$ cat src/rtl/debounce_event_sync_if.sv
// Signal bundle between the raw button source/consumer and the debounce_event_sync stage.
// master: drives raw_in/clr and observes results; slave: the debouncer itself.
interface debounce_event_sync_if;
  logic raw_in;
  logic clr;
  logic w_level;
  logic w_rise;
  logic w_fall;
  logic w_event;
  logic w_overrun;

  modport master (
    output raw_in, clr,
    input  w_level, w_rise, w_fall, w_event, w_overrun
  );

  modport slave (
    input  raw_in, clr,
    output w_level, w_rise, w_fall, w_event, w_overrun
  );
endinterface

$ cat src/rtl/debounce_event_sync.sv
// Synchronise, debounce and latch events from a raw button feeding the 1 Hz sequence detector.
// Optional build macro DEBOUNCE_ACTIVE_LOW_EN: invert raw_in for active-low buttons.
module debounce_event_sync #(
  parameter int CNT_MAX = 1000000
) (
  input  logic                  clk_50m,
  input  logic                  reset,
  debounce_event_sync_if.slave  bus
);

  localparam int              CNT_W    = $clog2(CNT_MAX);
  localparam logic [CNT_W-1:0] CNT_LAST = CNT_W'(CNT_MAX - 1);

  typedef enum logic [1:0] {
    IDLE_LOW  = 2'b00,
    WAIT_HIGH = 2'b01,
    IDLE_HIGH = 2'b10,
    WAIT_LOW  = 2'b11
  } state_t;

`ifdef DEBOUNCE_ACTIVE_LOW_EN
  localparam logic SYNC_RST = 1'b1;
  logic raw_cond;
  assign raw_cond = ~bus.raw_in;
`else
  localparam logic SYNC_RST = 1'b0;
  logic raw_cond;
  assign raw_cond = bus.raw_in;
`endif

  logic             s1, s2;
  state_t           state, state_nxt;
  logic [CNT_W-1:0] cnt, cnt_nxt;
  logic             level_q, level_nxt;
  logic             rise_q, rise_nxt;
  logic             fall_q, fall_nxt;
  logic             event_q, event_nxt;
  logic             overrun_q, overrun_nxt;

  // NOTE: every signal written here gets a default first, so no path can infer a latch.
  always_comb begin
    state_nxt = state;
    cnt_nxt   = cnt;
    level_nxt = level_q;
    rise_nxt  = 1'b0;
    fall_nxt  = 1'b0;

    case (state)
      IDLE_LOW: begin
        if (s2) begin
          state_nxt = WAIT_HIGH;
          cnt_nxt   = '0;
        end
      end
      WAIT_HIGH: begin
        if (!s2) begin
          state_nxt = IDLE_LOW;
        end else if (cnt == CNT_LAST) begin
          state_nxt = IDLE_HIGH;
          level_nxt = 1'b1;
          rise_nxt  = 1'b1;
        end else begin
          cnt_nxt = cnt + CNT_W'(1);
        end
      end
      IDLE_HIGH: begin
        if (!s2) begin
          state_nxt = WAIT_LOW;
          cnt_nxt   = '0;
        end
      end
      WAIT_LOW: begin
        if (s2) begin
          state_nxt = IDLE_HIGH;
        end else if (cnt == CNT_LAST) begin
          state_nxt = IDLE_LOW;
          level_nxt = 1'b0;
          fall_nxt  = 1'b1;
        end else begin
          cnt_nxt = cnt + CNT_W'(1);
        end
      end
      default: begin
        state_nxt = IDLE_LOW;
        level_nxt = 1'b0;
      end
    endcase

    // A new rise beats a simultaneous clr so the event is never lost.
    event_nxt   = rise_nxt | (event_q & ~bus.clr);
    overrun_nxt = (rise_nxt & event_q & ~bus.clr) | (overrun_q & ~bus.clr);
  end

  // NOTE: state registers use non-blocking assignments so s1->s2 shifts by one flop per edge.
  always_ff @(posedge clk_50m) begin
    if (reset) begin
      s1        <= SYNC_RST;
      s2        <= SYNC_RST;
      state     <= IDLE_LOW;
      cnt       <= '0;
      level_q   <= 1'b0;
      rise_q    <= 1'b0;
      fall_q    <= 1'b0;
      event_q   <= 1'b0;
      overrun_q <= 1'b0;
    end else begin
      s1        <= raw_cond;
      s2        <= s1;
      state     <= state_nxt;
      cnt       <= cnt_nxt;
      level_q   <= level_nxt;
      rise_q    <= rise_nxt;
      fall_q    <= fall_nxt;
      event_q   <= event_nxt;
      overrun_q <= overrun_nxt;
    end
  end

  assign bus.w_level   = level_q;
  assign bus.w_rise    = rise_q;
  assign bus.w_fall    = fall_q;
  assign bus.w_event   = event_q;
  assign bus.w_overrun = overrun_q;

endmodule

$ cat src/flat_wrapper.sv
// flat-port wrapper written by rule: the top's interface ports become plain ports
module debounce_event_sync_flat 
#(
  parameter int CNT_MAX = 1000000
)
  (clk_50m, reset, bus_raw_in, bus_clr, bus_w_level, bus_w_rise, bus_w_fall, bus_w_event, bus_w_overrun);
  debounce_event_sync_if bus_i ();
  input  logic clk_50m;
  input  logic reset;
  input wire logic [$bits(bus_i.raw_in)-1:0] bus_raw_in;
  input wire logic [$bits(bus_i.clr)-1:0] bus_clr;
  output wire logic [$bits(bus_i.w_level)-1:0] bus_w_level;
  output wire logic [$bits(bus_i.w_rise)-1:0] bus_w_rise;
  output wire logic [$bits(bus_i.w_fall)-1:0] bus_w_fall;
  output wire logic [$bits(bus_i.w_event)-1:0] bus_w_event;
  output wire logic [$bits(bus_i.w_overrun)-1:0] bus_w_overrun;
  assign bus_i.raw_in = bus_raw_in;
  assign bus_i.clr = bus_clr;
  assign bus_w_level = bus_i.w_level;
  assign bus_w_rise = bus_i.w_rise;
  assign bus_w_fall = bus_i.w_fall;
  assign bus_w_event = bus_i.w_event;
  assign bus_w_overrun = bus_i.w_overrun;
  debounce_event_sync #(.CNT_MAX(CNT_MAX)) u_core (.clk_50m(clk_50m), .reset(reset), .bus(bus_i));
endmodule
$ cat config.mk
export PLATFORM = sky130hd
export DESIGN_NAME = debounce_event_sync_flat
export DESIGN_NICKNAME = d
export VERILOG_FILES = /design/src/rtl/debounce_event_sync_if.sv /design/src/rtl/debounce_event_sync.sv /design/src/flat_wrapper.sv
export SDC_FILE = /design/constraint.sdc
export NUM_CORES = 1
export LEC_CHECK = 0
export ABC_AREA = 1
export CAP_MARGIN = 15
export CORE_MARGIN = 3
export CORE_UTILIZATION = 25
export CTS_CLUSTER_DIAMETER = 30
export CTS_CLUSTER_SIZE = 25
export DETAILED_ROUTE_END_ITERATION = 12
export GPL_ROUTABILITY_DRIVEN = 0
export PLACE_DENSITY = 0.46
export SLEW_MARGIN = 25
export SYNTH_ARGS = -nofsm -noshare
export SYNTH_HDL_FRONTEND = slang
export SYNTH_SLANG_ARGS = --single-unit
$ cat constraint.sdc
create_clock -name clk_50m -period 2 [get_ports clk_50m]
set_input_delay 0.4 -clock clk_50m [delete_from_list [all_inputs] [get_ports clk_50m]]
set_output_delay 0.4 -clock clk_50m [all_outputs]
set_load 0.005 [all_outputs]
==> results.py, run 1 <==
metrics = {
    "status": {
        "status": "finished, final reports clean",
    },
    "synthesis": {
        "synth.distinct_cells": 25,
        "ys_seq_area_share_pct": 37.0,
        "ys_ff_latch": 29,
        "syn_area_mm2": 0.00157,
        "avgSynthCellArea_um2": 6.54,
        "syn_inst": 240,
        "yosysWarnings": 0,
        "synthesis.nets": 245,
    },
    "cts": {
        "cts_hold_buf": 0,
        "clock-sinks": 29,
        "clkLatencyLatePin_ns": 0.27,
        "ctsResizeCount": 0,
        "cts.htree.levels": 2,
        "cts_tree": "yes",
        "root_buffer": "clkbuf_8",
        "post_cts_buffers": 0,
        "clk_pin_slew_worst_paths_ns": 0.06,
        "cts_buffers": 5,
        "cts.path.max_buffers": 2,
    },
    "power_and_ir_drop": {
        "powerDensity_mw_per_mm2": 614,
        "p_total_uw": 1110,
        "power.internal_uw": 867,
        "netSwitchingPower_uw": 245,
        "vdd_drop_max_mv": 0.349,
        "cellLeakagePower_uw": 0.000724,
        "sw_frac_of_total_pct": 22.0,
        "p_comb_share_pct": 3.8,
        "seqPwrFrac_pct": 52.5,
        "power_frac_clock_pct": 43.7,
    },
    "final_layout": {
        "drive_above_1_share_pct": 11.1,
        "area_delta_synth_final_pct": 15.4,
        "fill_cells": 668,
        "fin_nets": 258,
        "antenna_cells": 0,
    },
    "grt": {
        "grt_pass1_vias": 1346,
        "met3_usage_pct": 2.33,
        "grt_use_total_pct": 10.6,
        "grtUsageMet1_pct": 13.7,
        "busiest_layer": "met2",
        "grt_overflow": 0,
        "grt_pass1_wl_um": 6210,
        "grt_max_degree": 17,
        "antenna_found_initial": 0,
        "grtUsageMet2_pct": 17.9,
    },
    "timing": {
        "slew_headroom_pct": 73.6,
        "min_period_over_period_pct": 85.9,
        "fmax_mhz": 582,
        "finalMaxSlewViolations": 0,
        "tns_ns": 0,
        "rsz0062_at_grt": "no",
        "min_period_ns": 1.72,
        "final-setup-viol-count": 0,
        "finClkSkew_ns": 0.00605,
        "hold_viol_final": 0,
        "tightest_slew_ns": 0.395,
    },
    "routing": {
        "routed_wl_um": 3590,
        "avgViaCountPerCell": 4.27,
        "vias": 1402,
        "drc": 0,
        "wl_per_cell_um": 10.9,
        "drt_iter0_markers": 66,
        "postRouteAntennaNets": 0,
        "first_pass_iters": 4,
    },
    "setup_path": {
        "r2r_slack_ns": 0.28,
        "end_kind": "flop",
        "crit_path_max_fanout": 15,
        "crit_type": "flop to flop",
        "startpoint_type": "flop",
        "worstPathArrival_ns": 1.88,
        "required_ns": 2.16,
    },
    "floorplan": {
        "die_h_um": 85.3,
        "die_area_mm2": 0.00727,
        "io_pins": 9,
        "dieWidth_um": 85.3,
        "start_util_pct": 26.2,
        "rows": 28,
        "coreArea_mm2": 0.00599,
    },
    "place": {
        "portBuffers": 8,
        "dp_hpwl_um": 2680,
    },
    "flow_run": {
        "drv_cap": 0,
    },
    "hold_path": {
        "hold_path_class": "flop to flop",
    },
}
cell families after synthesis:
family                   synth area share, %
AO/OA/AOI/OAI                           4.78
XOR/XNOR                                1.67
adder cells (fa/ha/maj)                0.797
buffers and inverters                   10.6
flip-flops                              37.0
AND/OR/NAND/NOR                         45.2
power by group through the flow:
stage               Sequential [uW]  Clock (uW)  Combinational [uW]
finish                          584         486                42.0
global route                    584         528                48.3
CTS                             584         506                43.6
detailed placement              597           0                43.6
global placement                597           0                44.0
floorplan                       596           0                29.8
worst max-delay path: stages, from the launching register on:
cell and delay [ns]:
dfxtp_1 0.37, ha_1 0.23, nand3_2 0.15, nor2_4 0.18
nand3_4 0.16, nand2_2 0.28, o21ai_0 0.12, nand2_1 0.07
nor2_1 0.04
sequential cells by signal, summed over array words and instances (netlist names), named ones only:
register / cells
u_core.state: 1
u_core.cnt: 20
u_core.bus.w_level: 1
u_core.bus.w_event: 1
u_core.bus.w_rise: 1
u_core.s1: 1
u_core.bus.w_fall: 1
u_core.s2: 1
u_core.bus.w_overrun: 1
synth_stat cells:
| library cell | n | area share [%] |
|---|---|---|
| nand4_1 | 8 | 3.2 |
| nor3_1 | 6 | 1.9 |
| dfxtp_1 | 29 | 37 |
| nand2_2 | 2 | 0.80 |
| nor4_1 | 1 | 0.40 |
| nor2_1 | 41 | 9.8 |
| o21bai_1 | 1 | 0.48 |
| o21ai_1 | 1 | 0.32 |
| clkbuf_1 | 1 | 0.24 |
| nand3_1 | 14 | 4.5 |
| and2_1 | 1 | 0.40 |
| clkinv_2 | 1 | 0.32 |
| o21ai_0 | 5 | 1.6 |
| nand3_4 | 1 | 1.1 |
| nor2_4 | 3 | 2.2 |
| nand2_1 | 66 | 16 |
| xor2_1 | 3 | 1.7 |
| buf_6 | 2 | 1.4 |
| a21oi_1 | 6 | 1.9 |
| inv_1 | 32 | 7.6 |
| nand3_2 | 5 | 3.2 |
| inv_2 | 4 | 0.96 |
| o211ai_1 | 1 | 0.48 |
| ha_1 | 1 | 0.80 |
| nor2_2 | 5 | 2.0 |
per-layer routing:
layer	vias up	routed length, um
met2	19	1610
li1	771	-
met1	607	1830
met5	-	0
met3	5	113
met4	0	34
final timing paths:
path	start	end	cells after the start
worst max-delay path	u_core.cnt[0]	u_core.cnt[3]	8
worst min register to register	u_core.s1	u_core.s2	2
worst max register to register	u_core.cnt[0]	u_core.cnt[3]	8
worst min-delay path	u_core.s1	u_core.s2	2
metrics by stage:
step	hold WS, ns	cells	cell area, um2	setup slack [ns]	util (%)
final	0.402	328	1810	0.283	30.2
after global routing	0.429	328	1810	0.101	30.2
after CTS	0.404	328	1810	0.247	30.2
after detailed placement	0.395	321	1730	0.255	28.8
after global placement	0.393	321	1730	0.261	28.8
after floorplan	0.388	240	1570	0.525	-
area by class of cell:
cell class,count,area [um2],area share (%)
well taps,75,93.8,5.18
clock buffers,7,86.3,4.77
flip-flops and latches,29,581,32.0
repair buffers,9,87.6,4.83
multi-input cells,171,823,45.4
inverters,37,140,7.73
cells in the final DEF, fill, tap and decap left out, types with 2 or more instances in the layout:
master,count
nand2_1,66
nor2_1,41
inv_1,32
dfxtp_1,29
nand3_1,14
nand4_1,8
clkdlybuf4s50_1,8
a21oi_1,6
nor3_1,6
clkbuf_8,6
nor2_2,5
nand3_2,5
o21ai_0,5
inv_2,4
nor2_4,3
xor2_1,3
nand2_2,2
(Power assumes the default switching activity.)
==> inputs of run 2 (changes only) <==
--- a/config.mk
+++ b/config.mk
@@ -5,7 +5,7 @@
 export SDC_FILE = /design/constraint.sdc
 export NUM_CORES = 1
 export LEC_CHECK = 0
-export ABC_AREA = 1
+export ABC_AREA = 0
 export CAP_MARGIN = 15
 export CORE_MARGIN = 3
 export CORE_UTILIZATION = 25
@@ -14,6 +14,7 @@
 export DETAILED_ROUTE_END_ITERATION = 12
 export GPL_ROUTABILITY_DRIVEN = 0
 export PLACE_DENSITY = 0.46
+export SKIP_CTS_REPAIR_TIMING = 1
 export SLEW_MARGIN = 25
 export SYNTH_ARGS = -nofsm -noshare
 export SYNTH_HDL_FRONTEND = slang
==> run 2 against run 1 <==
Effect of this change:
- clock skew is 0.0047 ns higher
- clock power grew 27%
- final cell count shrank 20%
- sequential share of layout area fell by 0.77 points
==> results.py, run 2 <==
metrics = {
    "final_layout": {
        "final_cell_mix": "28 x dfxtp_1, 14 x buf_4, 13 x nor2_1",
        "drive_above_1_share_pct": 22.8,
        "largest_reg_flops": 20,
        "fill_cells": 621,
        "area_delta_synth_final_pct": 26.7,
        "fin_nets": 193,
        "regMostFlops": "u_core.cnt",
        "multiInputGateArea_um2": 840,
        "layout_commonest_cell": "dfxtp_1",
        "antenna_cells": 0,
        "register_area_um2": 582,
    },
    "routing": {
        "postRouteAntennaNets": 0,
        "first_pass_iters": 4,
        "drt_iter0_markers": 63,
        "avgViaCountPerCell": 4.79,
        "wl_per_cell_um": 12.8,
        "drc": 0,
        "routed_wl_um": 3330,
        "vias": 1251,
    },
    "synthesis": {
        "synth_commonest_cells": "29 x dfxtp_1, 14 x nor2_1, 13 x a21oi_1",
        "synth.distinct_cells": 41,
        "synthesis.nets": 168,
        "syn_inst": 163,
        "synth_xor_area_share_pct": 5.28,
        "ys.flop_type": "dfxtp_1",
        "ys_ff_latch": 29,
        "synth_top_family_by_area": "simple AND/OR/NAND/NOR gates",
        "yosysTopAreaCell": "dfxtp_1",
        "avgSynthCellArea_um2": 9.01,
        "synthSimpleGateAreaFrac_pct": 35.0,
        "synth_fa_ha_area_share_pct": 0.852,
        "synthArstFlopShare_pct": 0,
        "yosysWarnings": 0,
        "syn_area_mm2": 0.00147,
        "synthTopCellsByArea": "dfxtp_1 40%, a21oi_1 4.4%, or4_1 4.1%",
        "ys_seq_area_share_pct": 39.5,
        "synth_compound_area_share_pct": 14.2,
        "muxShareOfSynthArea_pct": 0,
        "synth_edf_count": 0,
        "yosysMostFrequentCell": "dfxtp_1",
        "synth_top_area_share_pct": 39.5,
    },
    "cts": {
        "cts_tree": "yes",
        "cts.path.max_buffers": 2,
        "clk_pin_slew_worst_paths_ns": 0.07,
        "cts.htree.levels": 2,
        "clock-sinks": 29,
        "root_buffer": "clkbuf_8",
        "clkLatencyLatePin_ns": 0.28,
        "cts_buffers": 5,
    },
    "floorplan": {
        "dieWidth_um": 82.7,
        "rows": 27,
        "start_util_pct": 26.2,
        "io_pins": 9,
        "coreArea_mm2": 0.00561,
        "die_area_mm2": 0.00683,
        "die_h_um": 82.7,
    },
    "grt": {
        "grt_overflow": 0,
        "grt_pass1_vias": 1184,
        "antenna_found_initial": 0,
        "grt_pass1_wl_um": 5740,
        "grt_max_degree": 16,
        "grt_use_total_pct": 11.2,
    },
    "timing": {
        "tns_ns": 0,
        "slew_headroom_pct": 64.0,
        "rsz0062_at_grt": "no",
        "tightest_slew_ns": 0.540,
        "finClkSkew_ns": 0.0108,
        "hold_ws_ns": 0.435,
        "hold_viol_final": 0,
        "min_period_over_period_pct": 96.0,
        "fin_ws_ns": 0.0799,
        "fmax_mhz": 521,
        "min_period_ns": 1.92,
        "finalMaxSlewViolations": 0,
        "final-setup-viol-count": 0,
    },
    "hold_path": {
        "hold_path_class": "flop to flop",
        "min_from": "u_core.s1",
        "hold_end": "u_core.s2",
        "holdPathStages": 1,
    },
    "power_and_ir_drop": {
        "sw_frac_of_total_pct": 19.5,
        "p_total_uw": 1270,
        "powerDensity_mw_per_mm2": 681,
        "power.internal_uw": 1020,
        "power_frac_clock_pct": 48.8,
        "cellLeakagePower_uw": 0.000624,
        "vdd_drop_max_mv": 0.253,
        "seqPwrFrac_pct": 46.6,
        "p_comb_share_pct": 4.6,
        "netSwitchingPower_uw": 247,
    },
    "status": {
        "status": "finished, final reports clean",
    },
    "setup_path": {
        "required_ns": 2.19,
        "r2r_slack_ns": 0.08,
        "crit_path_max_fanout": 10,
        "crit_type": "flop to flop",
        "worstPathArrival_ns": 2.11,
        "end_kind": "flop",
        "reg2reg_from": "u_core.cnt[7]",
        "r2r_cells": 6,
        "r2r-end": "u_core.cnt[2]",
        "startpoint_type": "flop",
    },
    "place": {
        "dp_hpwl_um": 2430,
        "preCtsSetupSlack_ns": 0.0962,
        "portBuffers": 8,
    },
    "flow_run": {
        "drv_cap": 0,
    },
}
[run 2: kinds of logic (layout without fill, tap and decap cells)]
kind of cell,Yosys count,count (layout)
AND/OR/NAND/NOR,84,84
AO/OA/AOI/OAI,33,33
flip-flops,29,29
XOR/XNOR,8,8
buffers and inverters,8,34
adder cells (fa/ha/maj),1,1
[run 2: worst max-delay path by stage]
stage,to,start
5_1_grt,u_core.cnt[2],u_core.cnt[7]
3_3_place_gp,u_core.cnt[2],u_core.cnt[7]
4_1_cts,u_core.cnt[2],u_core.cnt[7]
6_report,u_core.cnt[2],u_core.cnt[7]
3_5_place_dp,u_core.cnt[2],u_core.cnt[7]
2_1_floorplan,u_core.cnt[10],u_core.cnt[7]
[run 2: worst max-delay path, stage by stage (launching register included)]
cell	delay [ns]
dfxtp_2	0.33
or4_1	0.51
or3_4	0.39
o21ai_4	0.21
buf_12	0.16
a21oi_2	0.04
o32ai_2	0.20
[run 2: final cells by class]
class                      count  share of cell area (%)
clock inverter                 1                    1.61
timing repair buffer          24                    12.1
multi-input combinational    126                    45.1
inverter                       2                   0.403
tap                           72                    4.84
sequential                    29                    31.3
clock buffer                   7                    4.64
[run 2: through the flow]
step | util (%) | std cells | area (um2)
floorplan | - | 163 | 1470
global placement | 30.6 | 253 | 1720
global route | 33.2 | 261 | 1860
CTS | 32.7 | 261 | 1830
detailed placement | 30.6 | 253 | 1720
finish | 33.2 | 261 | 1860
[run 2: power groups by stage]
stage	sequential [uW]	clock, uW	combinational (uW)
floorplan	601	0	35.1
global placement	603	0	58.3
detailed placement	603	0	57.5
CTS	590	648	58.0
global route	590	675	64.2
finish	590	618	58.2
[run 2: routing by layer]
layer  vias to the layer above  global-route usage [%]  wire length (um)
met4                         0                    5.39                68
met3                         6                    2.71               106
met2                        20                    17.0              1520
met1                       582                    14.8              1630
li1                        643                       -                 -
met5                         -                       0                 0
==> inputs of run 3 (changes only) <==
--- a/config.mk
+++ b/config.mk
@@ -8,12 +8,12 @@
 export ABC_AREA = 0
 export CAP_MARGIN = 15
 export CORE_MARGIN = 3
-export CORE_UTILIZATION = 25
+export CORE_UTILIZATION = 30
 export CTS_CLUSTER_DIAMETER = 30
 export CTS_CLUSTER_SIZE = 25
 export DETAILED_ROUTE_END_ITERATION = 12
 export GPL_ROUTABILITY_DRIVEN = 0
-export PLACE_DENSITY = 0.46
+export PLACE_DENSITY = 0.52
 export SKIP_CTS_REPAIR_TIMING = 1
 export SLEW_MARGIN = 25
 export SYNTH_ARGS = -nofsm -noshare
==> run 3 against run 2 <==
Effect of this change:
- count of clock-buffer cells in the layout unchanged
- non-clock buffer count rose by 3
- highest routed layer unchanged
- largest power group is now sequential cells
- worst hold slack improved by 0.0068 ns
- global-route usage increased by 0.88 points
==> results.py, run 3 (same netlist as run 2, synthesis figures left out) <==
metrics = {
    "status": {
        "status": "finished, final reports clean",
    },
    "place": {
        "dp_hpwl_um": 2450,
        "dp.cells": 248,
        "portBuffers": 8,
        "preCtsSetupSlack_ns": 0.0807,
        "placed_area_mm2": 0.00171,
    },
    "final_layout": {
        "layout_commonest_cell": "dfxtp_1",
        "utilization_pct": 40.8,
        "area_delta_synth_final_pct": 25.8,
        "final_area_mm2": 0.00185,
        "regMostFlops": "u_core.cnt",
        "antenna_cells": 0,
        "final_cell_mix": "28 x dfxtp_1, 17 x buf_4, 14 x nor2_1",
        "fill_cells": 464,
        "drive_above_1_share_pct": 24.0,
        "final_cell_count_no_fill": 257,
        "register_area_um2": 584,
        "multiInputGateArea_um2": 835,
        "largest_reg_flops": 20,
        "fin_nets": 196,
    },
    "setup_path": {
        "critPathTopFamily": "simple AND/OR/NAND/NOR gates",
        "worstPathArrival_ns": 2.17,
        "slowest_delay_ns": 0.50,
        "crit_type": "flop to flop",
        "cp_slowest_cell": "or4_4",
        "startpoint_type": "flop",
        "end_kind": "flop",
        "crit_chain": "or4_4 > or3_4 > o21ai_4 > buf_12 > buf_4 > o21ai_2 > a21oi_1",
        "reg2reg_from": "u_core.cnt[8]",
        "critical_path.startpoint": "u_core.cnt[8]",
        "crit_path_max_fanout": 6,
        "path_buf_inv": 2,
        "required_ns": 2.21,
    },
    "hold_path": {
        "hold_path_class": "flop to flop",
        "min_from": "u_core.s1",
    },
    "timing": {
        "rsz0062_at_grt": "yes",
        "fmax_mhz": 511,
        "slew_headroom_pct": 70.9,
        "min_period_over_period_pct": 97.8,
        "final-setup-viol-count": 0,
        "fin_ws_ns": 0.0434,
        "min_period_ns": 1.96,
        "finClkSkew_ns": 0.00561,
        "hold_viol_final": 0,
        "finalMaxSlewViolations": 0,
        "tightest_slew_ns": 0.433,
    },
    "routing": {
        "first_pass_iters": 4,
        "drc": 0,
        "routed_wl_um": 3340,
        "vias": 1260,
        "drt_iter0_markers": 48,
        "postRouteAntennaNets": 0,
        "avgViaCountPerCell": 4.90,
        "wl_per_cell_um": 13.0,
    },
    "floorplan": {
        "die_area_mm2": 0.00577,
        "io_pins": 9,
        "die_h_um": 76.0,
        "rows": 24,
        "dieWidth_um": 76.0,
        "start_util_pct": 32.4,
        "coreArea_mm2": 0.00453,
    },
    "cts": {
        "cts_tree": "yes",
        "cts.htree.levels": 2,
        "clk_pin_slew_worst_paths_ns": 0.07,
        "cts.path.max_buffers": 2,
        "root_buffer": "clkbuf_8",
        "cts_buffers": 5,
        "clkLatencyLatePin_ns": 0.28,
        "clock-sinks": 29,
    },
    "grt": {
        "grt_use_total_pct": 12.1,
        "grt_pass1_vias": 1227,
        "antenna_found_initial": 0,
        "grt_overflow": 0,
        "grt_pass1_wl_um": 5690,
        "grt_max_degree": 14,
    },
    "power_and_ir_drop": {
        "vdd_drop_max_mv": 0.461,
        "cellLeakagePower_uw": 0.000626,
        "powerDensity_mw_per_mm2": 640,
    },
    "flow_run": {
        "drv_cap": 0,
    },
}
run 3: area by class of cell:
type / count / area share, %
clock inverter: 1 / 0.271
sequential: 29 / 31.6
timing repair buffer: 27 / 12.9
multi-input combinational: 126 / 45.2
tap: 65 / 4.40
inverter: 2 / 0.406
clock buffer: 7 / 5.21
run 3: layer usage:
metal	global-route usage [%]	vias to the layer above	part of all wire, %
met1	16.2	591	50
met3	3.43	6	3.1
li1	-	648	-
met2	18.5	15	45
met4	4.35	0	1.3
met5	0	-	0
run 3: where the power goes:
part / switching (uW) / leakage (uW) / internal, uW
clock: 223 / 0.0000542 / 311
sequential: 5.53 / 0.000235 / 582
combinational: 28.0 / 0.000336 / 32.3
total: 257 / 0.000626 / 925
run 3: worst paths after layout:
kind	to	slack [ns]	cells after the start
max	u_core.cnt[9]	0.04	7
max reg2reg	u_core.cnt[9]	0.04	7
min reg2reg	u_core.s2	0.44	1
min	u_core.s2	0.44	1
run 3: stage by stage:
step / TNS [ns] / power [uW] / hold slack [ns]
finish: 0 / 1180 / 0.442
global route: -0.0644 / 1240 / 0.462
CTS: 0 / 1200 / 0.447
detailed placement: 0 / 661 / 0.432
global placement: 0 / 660 / 0.427
floorplan: 0 / 637 / 0.414
